[config.mk]
export PLATFORM = sky130hd
export DESIGN_NAME = ps2_key_collector_flat
export DESIGN_NICKNAME = d
export VERILOG_FILES = /design/src/rtl/ps2_key_collector_if.sv /design/src/rtl/ps2_key_collector.sv /design/src/flat_wrapper.sv
export SDC_FILE = /design/constraint.sdc
export NUM_CORES = 1
export LEC_CHECK = 0
export BUFFER_PORTS_ARGS = -buffer_cell sky130_fd_sc_hd__buf_2
export CAP_MARGIN = 5
export CORE_MARGIN = 2
export CORE_UTILIZATION = 45
export DETAILED_ROUTE_END_ITERATION = 10
export PLACE_DENSITY_LB_ADDON = 0.15
export SYNTH_ARGS = -nofsm -noshare
export SYNTH_HDL_FRONTEND = slang
export SYNTH_SLANG_ARGS = --single-unit
[constraint.sdc]
create_clock -name clk -period 4.4 [get_ports clk]
set_input_delay 0.66 -clock clk [delete_from_list [all_inputs] [get_ports clk]]
set_output_delay 0.66 -clock clk [all_outputs]
set_load 0.01 [all_outputs]
[src/rtl/ps2_key_collector_if.sv]
// Move bus between the PS/2 key collector (master) and the game controller (slave).
// Carries the collected key slots, their occupancy and the move valid/ack handshake.
interface ps2_key_collector_if #(
    parameter int NUM_KEYS = 4
);
    logic [8*NUM_KEYS-1:0] keys_out;
    logic [NUM_KEYS-1:0]   key_valid;
    logic [3:0]            key_count;
    logic                  move_valid;
    logic                  move_ack;

    modport master (
        output keys_out,
        output key_valid,
        output key_count,
        output move_valid,
        input  move_ack
    );

    modport slave (
        input  keys_out,
        input  key_valid,
        input  key_count,
        input  move_valid,
        output move_ack
    );
endinterface

[src/rtl/ps2_key_collector.sv]
// Purpose: oversampled PS/2 receiver that collects NUM_KEYS released keys into a move buffer.
// Latency: byte_strobe 1 clk after the synchronised stop-bit edge; buffer updates 1 clk later.
// Backpressure: move_valid holds until move_ack; extra keys while full are dropped.
// Optional: define PS2_PARITY_CHECK_EN to reject frames whose data+parity is not odd.
module ps2_key_collector #(
    parameter int          NUM_KEYS    = 4,
    parameter int          TIMEOUT_CYC = 50000,
    parameter logic [7:0]  BKSP_CODE   = 8'h66,
    parameter logic [7:0]  ESC_CODE    = 8'h76
) (
    input  logic                   clk,
    input  logic                   rst,
    input  logic                   ps2_clk,
    input  logic                   ps2_data,
    ps2_key_collector_if.master    mv,
    output logic                   byte_strobe,
    output logic                   frame_err
);

    localparam int TO_W  = $clog2(TIMEOUT_CYC + 1);
    localparam int IDX_W = $clog2(NUM_KEYS);
    localparam logic [TO_W-1:0] TO_MAX    = TO_W'(TIMEOUT_CYC);
    localparam logic [3:0]      KEYS_FULL = 4'(NUM_KEYS);
    localparam logic [7:0]      BREAK_CODE = 8'hF0;
    localparam logic [7:0]      EXT_CODE   = 8'hE0;

    // ------------------------------------------------------------------
    // Input synchronisers; reset to the idle-high line level so no false
    // falling edge is seen as reset releases.
    // ------------------------------------------------------------------
    logic clk_s1, sync_clk, sync_clk_prev;
    logic dat_s1, sync_data;
    logic fall;

    always_ff @(posedge clk) begin
        if (rst) begin
            clk_s1        <= 1'b1;
            sync_clk      <= 1'b1;
            sync_clk_prev <= 1'b1;
            dat_s1        <= 1'b1;
            sync_data     <= 1'b1;
        end else begin
            clk_s1        <= ps2_clk;
            sync_clk      <= clk_s1;
            sync_clk_prev <= sync_clk;
            dat_s1        <= ps2_data;
            sync_data     <= dat_s1;
        end
    end

    assign fall = sync_clk_prev & ~sync_clk;

    // ------------------------------------------------------------------
    // Frame FSM
    // ------------------------------------------------------------------
    typedef enum logic [1:0] {
        IDLE   = 2'd0,
        DATA   = 2'd1,
        PARITY = 2'd2,
        STOP   = 2'd3
    } frame_state_t;

    frame_state_t     state;
    logic [2:0]       bit_idx;
    logic [7:0]       shift_reg;
    logic [7:0]       rx_byte;
    logic [TO_W-1:0]  to_cnt;
    logic             frame_good;

`ifdef PS2_PARITY_CHECK_EN
    logic parity_bit;
    // sync_data is the stop bit on the STOP-state edge
    assign frame_good = sync_data & (^{shift_reg, parity_bit});
`else
    assign frame_good = sync_data;
`endif

    always_ff @(posedge clk) begin
        if (rst) begin
            state       <= IDLE;
            bit_idx     <= 3'd0;
            shift_reg   <= 8'd0;
            rx_byte     <= 8'd0;
            to_cnt      <= '0;
            byte_strobe <= 1'b0;
            frame_err   <= 1'b0;
`ifdef PS2_PARITY_CHECK_EN
            parity_bit  <= 1'b0;
`endif
        end else begin
            byte_strobe <= 1'b0;
            frame_err   <= 1'b0;

            if (fall || state == IDLE)
                to_cnt <= '0;
            else if (to_cnt != TO_MAX)
                to_cnt <= to_cnt + 1'b1;

            if (state != IDLE && !fall && to_cnt == TO_MAX) begin
                // Stalled keyboard: drop the partial frame
                state     <= IDLE;
                shift_reg <= 8'd0;
                frame_err <= 1'b1;
            end else if (fall) begin
                case (state)
                    IDLE: begin
                        if (!sync_data) begin
                            state   <= DATA;
                            bit_idx <= 3'd0;
                        end
                    end
                    DATA: begin
                        shift_reg <= {sync_data, shift_reg[7:1]};
                        bit_idx   <= bit_idx + 3'd1;
                        if (bit_idx == 3'd7)
                            state <= PARITY;
                    end
                    PARITY: begin
`ifdef PS2_PARITY_CHECK_EN
                        parity_bit <= sync_data;
`endif
                        state <= STOP;
                    end
                    STOP: begin
                        if (frame_good) begin
                            byte_strobe <= 1'b1;
                            rx_byte     <= shift_reg;
                        end else begin
                            frame_err <= 1'b1;
                        end
                        state <= IDLE;
                    end
                    default: state <= IDLE;
                endcase
            end
        end
    end

    // ------------------------------------------------------------------
    // Break tracking and move buffer
    // ------------------------------------------------------------------
    logic [8*NUM_KEYS-1:0] keys_r;
    logic [NUM_KEYS-1:0]   key_valid_r;
    logic [3:0]            key_count_r;
    logic                  move_valid_r;
    logic                  break_pending;
    logic                  released;
    logic                  ack_fire;
    logic [IDX_W-1:0]      wr_idx;
    logic [IDX_W-1:0]      del_idx;

    assign released = byte_strobe && break_pending &&
                      rx_byte != BREAK_CODE && rx_byte != EXT_CODE;
    assign ack_fire = move_valid_r & mv.move_ack;
    assign wr_idx   = IDX_W'(key_count_r);
    assign del_idx  = IDX_W'(key_count_r - 4'd1);

    always_ff @(posedge clk) begin
        if (rst) begin
            break_pending <= 1'b0;
        end else if (byte_strobe) begin
            if (rx_byte == BREAK_CODE)
                break_pending <= 1'b1;
            else if (rx_byte != EXT_CODE)
                break_pending <= 1'b0;
        end
    end

    always_ff @(posedge clk) begin
        if (rst) begin
            keys_r       <= '0;
            key_valid_r  <= '0;
            key_count_r  <= 4'd0;
            move_valid_r <= 1'b0;
        end else begin
            // Full buffer raises move_valid one clock after the last key lands
            move_valid_r <= (key_count_r == KEYS_FULL);

            if (ack_fire) begin
                keys_r       <= '0;
                key_valid_r  <= '0;
                key_count_r  <= 4'd0;
                move_valid_r <= 1'b0;
            end else if (released) begin
                if (rx_byte == ESC_CODE) begin
                    keys_r       <= '0;
                    key_valid_r  <= '0;
                    key_count_r  <= 4'd0;
                    move_valid_r <= 1'b0;
                end else if (rx_byte == BKSP_CODE) begin
                    move_valid_r <= 1'b0;
                    if (key_count_r != 4'd0) begin
                        keys_r[8*del_idx +: 8] <= 8'd0;
                        key_valid_r[del_idx]   <= 1'b0;
                        key_count_r            <= key_count_r - 4'd1;
                    end
                end else if (key_count_r < KEYS_FULL) begin
                    keys_r[8*wr_idx +: 8] <= rx_byte;
                    key_valid_r[wr_idx]   <= 1'b1;
                    key_count_r           <= key_count_r + 4'd1;
                end
            end
        end
    end

    assign mv.keys_out   = keys_r;
    assign mv.key_valid  = key_valid_r;
    assign mv.key_count  = key_count_r;
    assign mv.move_valid = move_valid_r;

endmodule

[src/flat_wrapper.sv]
// flat-port wrapper written by rule: the top's interface ports become plain ports
module ps2_key_collector_flat 
#(
    parameter int          NUM_KEYS    = 4,
    parameter int          TIMEOUT_CYC = 50000,
    parameter logic [7:0]  BKSP_CODE   = 8'h66,
    parameter logic [7:0]  ESC_CODE    = 8'h76
)
  (clk, rst, ps2_clk, ps2_data, byte_strobe, frame_err, mv_keys_out, mv_key_valid, mv_key_count, mv_move_valid, mv_move_ack);
  ps2_key_collector_if #(.NUM_KEYS(NUM_KEYS)) mv_i ();
  input  logic clk;
  input  logic rst;
  input  logic ps2_clk;
  input  logic ps2_data;
  output logic byte_strobe;
  output logic frame_err;
  output wire logic [$bits(mv_i.keys_out)-1:0] mv_keys_out;
  output wire logic [$bits(mv_i.key_valid)-1:0] mv_key_valid;
  output wire logic [$bits(mv_i.key_count)-1:0] mv_key_count;
  output wire logic [$bits(mv_i.move_valid)-1:0] mv_move_valid;
  input wire logic [$bits(mv_i.move_ack)-1:0] mv_move_ack;
  assign mv_keys_out = mv_i.keys_out;
  assign mv_key_valid = mv_i.key_valid;
  assign mv_key_count = mv_i.key_count;
  assign mv_move_valid = mv_i.move_valid;
  assign mv_i.move_ack = mv_move_ack;
  ps2_key_collector #(.NUM_KEYS(NUM_KEYS), .TIMEOUT_CYC(TIMEOUT_CYC), .BKSP_CODE(BKSP_CODE), .ESC_CODE(ESC_CODE)) u_core (.clk(clk), .rst(rst), .ps2_clk(ps2_clk), .ps2_data(ps2_data), .mv(mv_i), .byte_strobe(byte_strobe), .frame_err(frame_err));
endmodule
Word level (Yosys, flattened, before mapping). Cells that the tools add are included.

Register bits: 86. Input bits: 5. Output and inout bits: 43. Word-level logic and storage cells: 114.

Add/subtract/negate cells: 6. $lt $le $gt $ge: 5. Equal/unequal tests: 15. Shift-type cells: 4. Multiplexer cells: 33. Bitwise logic cells: 9. Reduce and logical (&&, ||, !) cells: 25.

Operators with widths (count): two-way mux 32 bit (4); negator 5 -> 34 bit (2); variable shift 8 x 34 -> 32 bit (first input constant) (2); bitwise mux 32 bit (2); indexed part select 8 x 34 -> 32 bit (1); indexed part select 8 x 34 -> 32 bit (first input constant) (1); two-way mux 4 bit (8); adder 16 x 1 -> 16 bit (second input constant) (1); == test 16 bit (second input constant) (1); == test 8 x 7 -> 1 bit (second input constant) (2); inequality test 16 bit (second input constant) (1); inequality test 8 bit (second input constant) (2); two-way mux 1 bit (12); == test 8 bit (second input constant) (1); one-hot mux 2 bit (4 select lines) (1); AND reduction 4 bit (2); logical AND 1 bit (7); less-than comparator 2 x 3 -> 1 bit (second input constant) (2); one-hot mux 3 bit (2 select lines) (1); AND reduction 3 bit (2); nonzero test 2 bit (3); OR reduction 2 bit (3); adder 4 x 1 -> 4 bit (second input constant) (1); bitwise AND 4 bit (1); other kinds (25) (34).

Longest topological paths before layout.
Depth after elaboration: 10. Depth in mapped cells: 8. Gate-level depth less buffers: 7.

Worst setup path after synthesis. Ideal clock, no wire load.

Path kind: register to register. From: register u_core.key_count_r[0] (netlist: u_core.mv.key_count[0]). To: register u_core.keys_r[0] (netlist: u_core.mv.keys_out[0]). Setup time: 0.072 ns. Data arrival time: 2.094 ns. Required time: 4.328 ns. Path slack: 2.234 ns. Cell stages (with the launch flop): 9. Path buffers: 1. Period minus slack after synthesis: 2.166 ns. Path through: dfxtp_1 -> buf_2 -> inv_1 -> ha_1 -> or3b_1 -> a21o_1 -> a32o_1 -> nand3_4 -> mux2i_1.

Cells in the longest elaborated chain, start to end: 7. Elaborated cells between the ends (all ways): 18. Those cells by class: add/sub: 3; order compare: 1; eq/ne: 1; shift: 4; mux: 6; reduce/logical: 3.

Ends and longest elaborated chain: from (decl) (RTL line ps2_key_collector.sv:144) `logic [3:0] key_count_r;`; from (signal assigned) (RTL line ps2_key_collector.sv:195) `key_count_r <= key_count_r - 4'd1;`; from (signal assigned) (RTL line ps2_key_collector.sv:200) `key_count_r <= key_count_r + 4'd1;`; subtractor 4 x 1 -> 4 bit (RTL line ps2_key_collector.sv:156) `assign del_idx = IDX_W'(key_count_r - 4'd1);`; negator 5 -> 34 bit (RTL line ps2_key_collector.sv:193) `keys_r[8*del_idx +: 8] <= 8'd0;`; indexed part select 8 x 34 -> 32 bit or variable shift 8 x 34 -> 32 bit (tied branches) (RTL line ps2_key_collector.sv:193); bitwise mux 32 bit (RTL line ps2_key_collector.sv:193); two-way mux 32 bit (RTL line ps2_key_collector.sv:192) `if (key_count_r != 4'd0) begin`; two-way mux 32 bit (RTL line ps2_key_collector.sv:190) `end else if (rx_byte == BKSP_CODE) begin`; two-way mux 32 bit (RTL line ps2_key_collector.sv:185) `if (rx_byte == ESC_CODE) begin`; to (signal, indexed assignment) (RTL line ps2_key_collector.sv:198) `keys_r[8*wr_idx +: 8] <= rx_byte;`; to (decl) (RTL line ps2_key_collector.sv:142) `logic [8*NUM_KEYS-1:0] keys_r;`.

Parallel ways exist; a longest one is shown, timed or not. The select of a mux whose other input is x is not followed. A chain may end at the register's enable or synchronous reset.

Final worst setup path.
From: register u_core.key_count_r[0] (netlist: u_core.mv.key_count[0]). To: register u_core.key_valid_r[3] (netlist: u_core.mv.key_valid[3]).

Cells in the longest elaborated chain, start to end: 10. Elaborated cells between the ends (all ways): 23. Those cells by class: add/sub: 1; order compare: 5; eq/ne: 1; mux: 8; bitwise: 3; reduce/logical: 5.

Ends and longest elaborated chain: subtractor 4 x 1 -> 4 bit (RTL line ps2_key_collector.sv:156); less-than comparator 2 x 3 -> 1 bit (not written as such) or >= comparator 2 x 1 -> 1 bit (tied branches) (RTL line ps2_key_collector.sv:194) `key_valid_r[del_idx] <= 1'b0;`; logical AND 1 bit (not written as such) (RTL line ps2_key_collector.sv:194); two-way mux 1 bit (not written as such) (RTL line ps2_key_collector.sv:194); demux 1 bit (select 2 bit); inverter 4 bit (no source line); bitwise AND 4 bit (no source line); two-way mux 4 bit (RTL line ps2_key_collector.sv:192); two-way mux 4 bit (RTL line ps2_key_collector.sv:190); two-way mux 4 bit (RTL line ps2_key_collector.sv:185); to (signal assigned) (RTL line ps2_key_collector.sv:187) `key_valid_r <= '0;`; to (signal, indexed assignment) (RTL line ps2_key_collector.sv:194); to (signal, indexed assignment) (RTL line ps2_key_collector.sv:199) `key_valid_r[wr_idx] <= 1'b1;`; to (decl) (RTL line ps2_key_collector.sv:143) `logic [NUM_KEYS-1:0] key_valid_r;`.

Parallel ways exist; a longest one is shown, timed or not. The select of a mux whose other input is x is not followed.

==> impl_metrics.py <==
metrics = {
    "outcome": {
        "outcome": "completed",
    },
    "pwr": {
        "ir_drop_v": 0.0002002,
        "clock_power_share_pct": 40.9,
        "p_int_mw": 1.010,
        "leakagePower_nw": 1.885,
        "p_seq_share_pct": 57.4,
        "switching_share_pct": 25.75,
        "powerDensity_mw_per_mm2": 300.8,
        "pwr-share-comb_pct": 1.7,
        "p_switching_mw": 0.3502,
    },
    "timing": {
        "slew_headroom_pct": 27.62,
        "slew_viol_final": 0,
        "timing.final.crit_share_pct": 57.54,
        "setup_tns_ns": 0,
        "skew_ns": 0.01556,
        "rsz0062_at_grt": "false",
        "finalHoldViolCount": 0,
        "max_freq_mhz": 395.0,
        "setup_viol": 0,
        "worst_pin_slew_ns": 1.083,
        "finalCriticalPeriod_ns": 2.532,
    },
    "drt": {
        "vias": 3283,
        "antenna_left": 0,
        "wl_per_cell_um": 14.54,
        "viasPerCell": 5.490,
        "drcViolationCount": 0,
        "drt_first_pass_iters": 4,
        "drtIter0Drc": 80,
        "routed_wirelength_mm": 8.696,
    },
    "die": {
        "row_count": 34,
        "die-height_um": 98.62,
        "coreArea_mm2": 0.008721,
        "die_width_um": 98.62,
        "die_area_mm2": 0.009726,
        "io-pin-count": 48,
        "start_util_pct": 46.20,
    },
    "setup_path": {
        "rrSetupSlack_ns": 1.87,
        "r2r_cells": 7,
        "rr_startpoint": "u_core.mv.key_count[0]",
        "end_kind": "flop",
        "critPathKind": "reg -> reg",
        "arrival_ns": 2.80,
        "timing.rr.end": "u_core.mv.key_valid[3]",
        "crit_path_start_kind": "flop",
        "critPathMaxFanout": 13,
        "worst_ep_required_time_ns": 4.67,
    },
    "clocking": {
        "clockRootBuffer": "clkbuf_8",
        "clock_latency_ns": 0.37,
        "clockBufferDepth": 2,
        "post_cts_resized": 0,
        "postCtsSetupBuffers": 0,
        "clock_sinks": 86,
        "clk_pin_slew_worst_paths_ns": 0.10,
        "cts_hold_buf": 0,
        "htreeDepth": 3,
        "cts_tree": "yes",
        "cts_made_buffers": 9,
    },
    "finish": {
        "layout_commonest_cell": "dfxtp_1",
        "final_nets": 505,
        "fin_cells": 598,
        "final_layout_size_suffix_gt1_share_pct": 18.20,
        "synthToLayoutAreaGrowth_pct": 12.24,
        "fillers": 826,
        "mostFrequentLayoutCells": "86 x dfxtp_1, 68 x nand2_1, 52 x nand3_1, 47 x buf_2, 34 x mux2i_1",
        "largest_reg_flops": 32,
    },
    "yosys": {
        "ys_types": 55,
        "synth_area_mm2": 0.004029,
        "synth_edf_count": 0,
        "ys_warn_count": 0,
        "synth_fp_nets": 468,
        "ys_ff_latch": 86,
        "synth-seq-area-share_pct": 42.73,
        "synth_ff_type": "dfxtp_1",
        "synth_area_per_cell_um2": 9.013,
        "async_flop_share_pct": 0,
        "synthCells": 447,
    },
    "min_path": {
        "min_from": "u_core.dat_s1",
        "hold_depth": 1,
        "holdCritPathClass": "reg -> reg",
        "whs_endpoint": "u_core.frame_good",
    },
    "global_routing": {
        "grt_max_degree": 48,
        "grt_overflow": 0,
        "grt_pass1_wl_mm": 14.90,
        "track_usage_pct": 18.74,
        "grt_pass1_vias": 3086,
        "grt_antenna_before_repair": 1,
    },
    "placement": {
        "io_buffers": 47,
        "gp_routability_congestion": 0.8531,
        "dp_cells": 581,
        "dp_hpwl_mm": 5.961,
    },
    "flow_run": {
        "maxCapViolations": 0,
    },
}
## Yosys cell counts (2+ instances only)
cell type	number	area, um^2
a32oi_1	2	17.52
mux2i_1	34	340.3
nand2_2	3	18.77
xor2_1	5	43.79
nor4_4	3	63.81
nor4bb_1	2	20.02
inv_1	8	30.03
nand3b_1	5	37.54
nor3_1	6	30.03
or2_2	5	31.28
ha_1	16	200.2
nand2_1	68	255.2
or3_1	5	31.28
xnor2_1	6	52.55
nand3_1	52	260.3
dfxtp_1	86	1722
clkbuf_2	2	10.01
and4bb_2	2	25.02
clkbuf_1	16	60.06
a21oi_1	33	165.2
and3_1	5	31.28
o21ai_0	15	75.07
o211ai_1	2	15.01
buf_2	3	15.01
a21o_1	2	15.01
nand2b_1	2	12.51
a32o_1	5	50.05
nand4_1	3	18.77
a211oi_1	3	22.52
nor2_1	23	86.33
## layer usage
layer  track usage [%]  routed length (um)
met5                 0                   0
met1             25.38                4254
met3             3.901                 415
met4             6.744                 140
met2             29.72                3886
## stage by stage
stage | hold WS, ns | cell area, um^2 | worst slack, ns | util (%) | power, mW
2_1_floorplan | 0.3895 | 4029 | 2.234 | - | 0.8165
3_3_place_gp | 0.3937 | 4322 | 1.926 | 49.56 | 0.8224
3_5_place_dp | 0.3991 | 4322 | 1.887 | 49.56 | 0.8228
4_1_cts | 0.4207 | 4519 | 1.878 | 51.82 | 1.380
5_1_grt | 0.4602 | 4519 | 1.700 | 51.82 | 1.412
6_report | 0.4176 | 4522 | 1.868 | 51.85 | 1.360
## cell families (layout without fill, tap and decap cells)
logic type / Yosys count / after routing / share of synthesized area (%)
flops: 86 / 86 / 42.73
mux: 35 / 35 / 8.727
compound gates: 68 / 68 / 10.62
buf+inv: 30 / 72 / 3.137
xor+xnor: 11 / 11 / 2.391
fa+ha+maj: 16 / 16 / 4.969
other cells: 0 / 1 / 0
simple gates: 201 / 201 / 27.42
## cell type report
cell class | count | area, um^2 | area share [%]
Clock buffer | 9 | 123.9 | 2.739
Inverter | 8 | 30.03 | 0.6641
Tap cell | 108 | 135.1 | 2.988
Antenna cell | 1 | 2.502 | 0.05534
Sequential cell | 86 | 1722 | 38.07
Multi-Input combinational cell | 331 | 2192 | 48.48
Timing Repair Buffer | 48 | 242.7 | 5.368
Clock inverter | 7 | 73.82 | 1.633
## critical path, stage by stage, from the launching register on
cell and delay [ns]:
dfxtp_1 0.73, inv_1 0.27, ha_1 0.34, nor4b_1 0.20
nor4_4 0.33, a41o_4 0.21, nand3b_1 0.09, a32o_1 0.26
## power by group through the flow
stage	logic, mW	registers, mW	clock network (mW)
2_1_floorplan	0.0178	0.799	0
3_3_place_gp	0.0233	0.799	0
3_5_place_dp	0.0237	0.799	0
4_1_cts	0.0237	0.781	0.575
5_1_grt	0.0267	0.782	0.604
6_report	0.0236	0.781	0.556
## worst max path at each step
stage	from	end
6_report	u_core.mv.key_count[0]	u_core.mv.key_valid[3]
5_1_grt	u_core.mv.key_count[0]	u_core.mv.key_valid[3]
4_1_cts	u_core.mv.key_count[0]	u_core.mv.key_valid[3]
3_5_place_dp	u_core.mv.key_count[0]	u_core.mv.key_valid[3]
3_3_place_gp	rst	u_core.mv.keys_out[4]
2_1_floorplan	u_core.mv.key_count[0]	u_core.mv.keys_out[0]
Note: power is estimated with default switching activity, not from simulation.
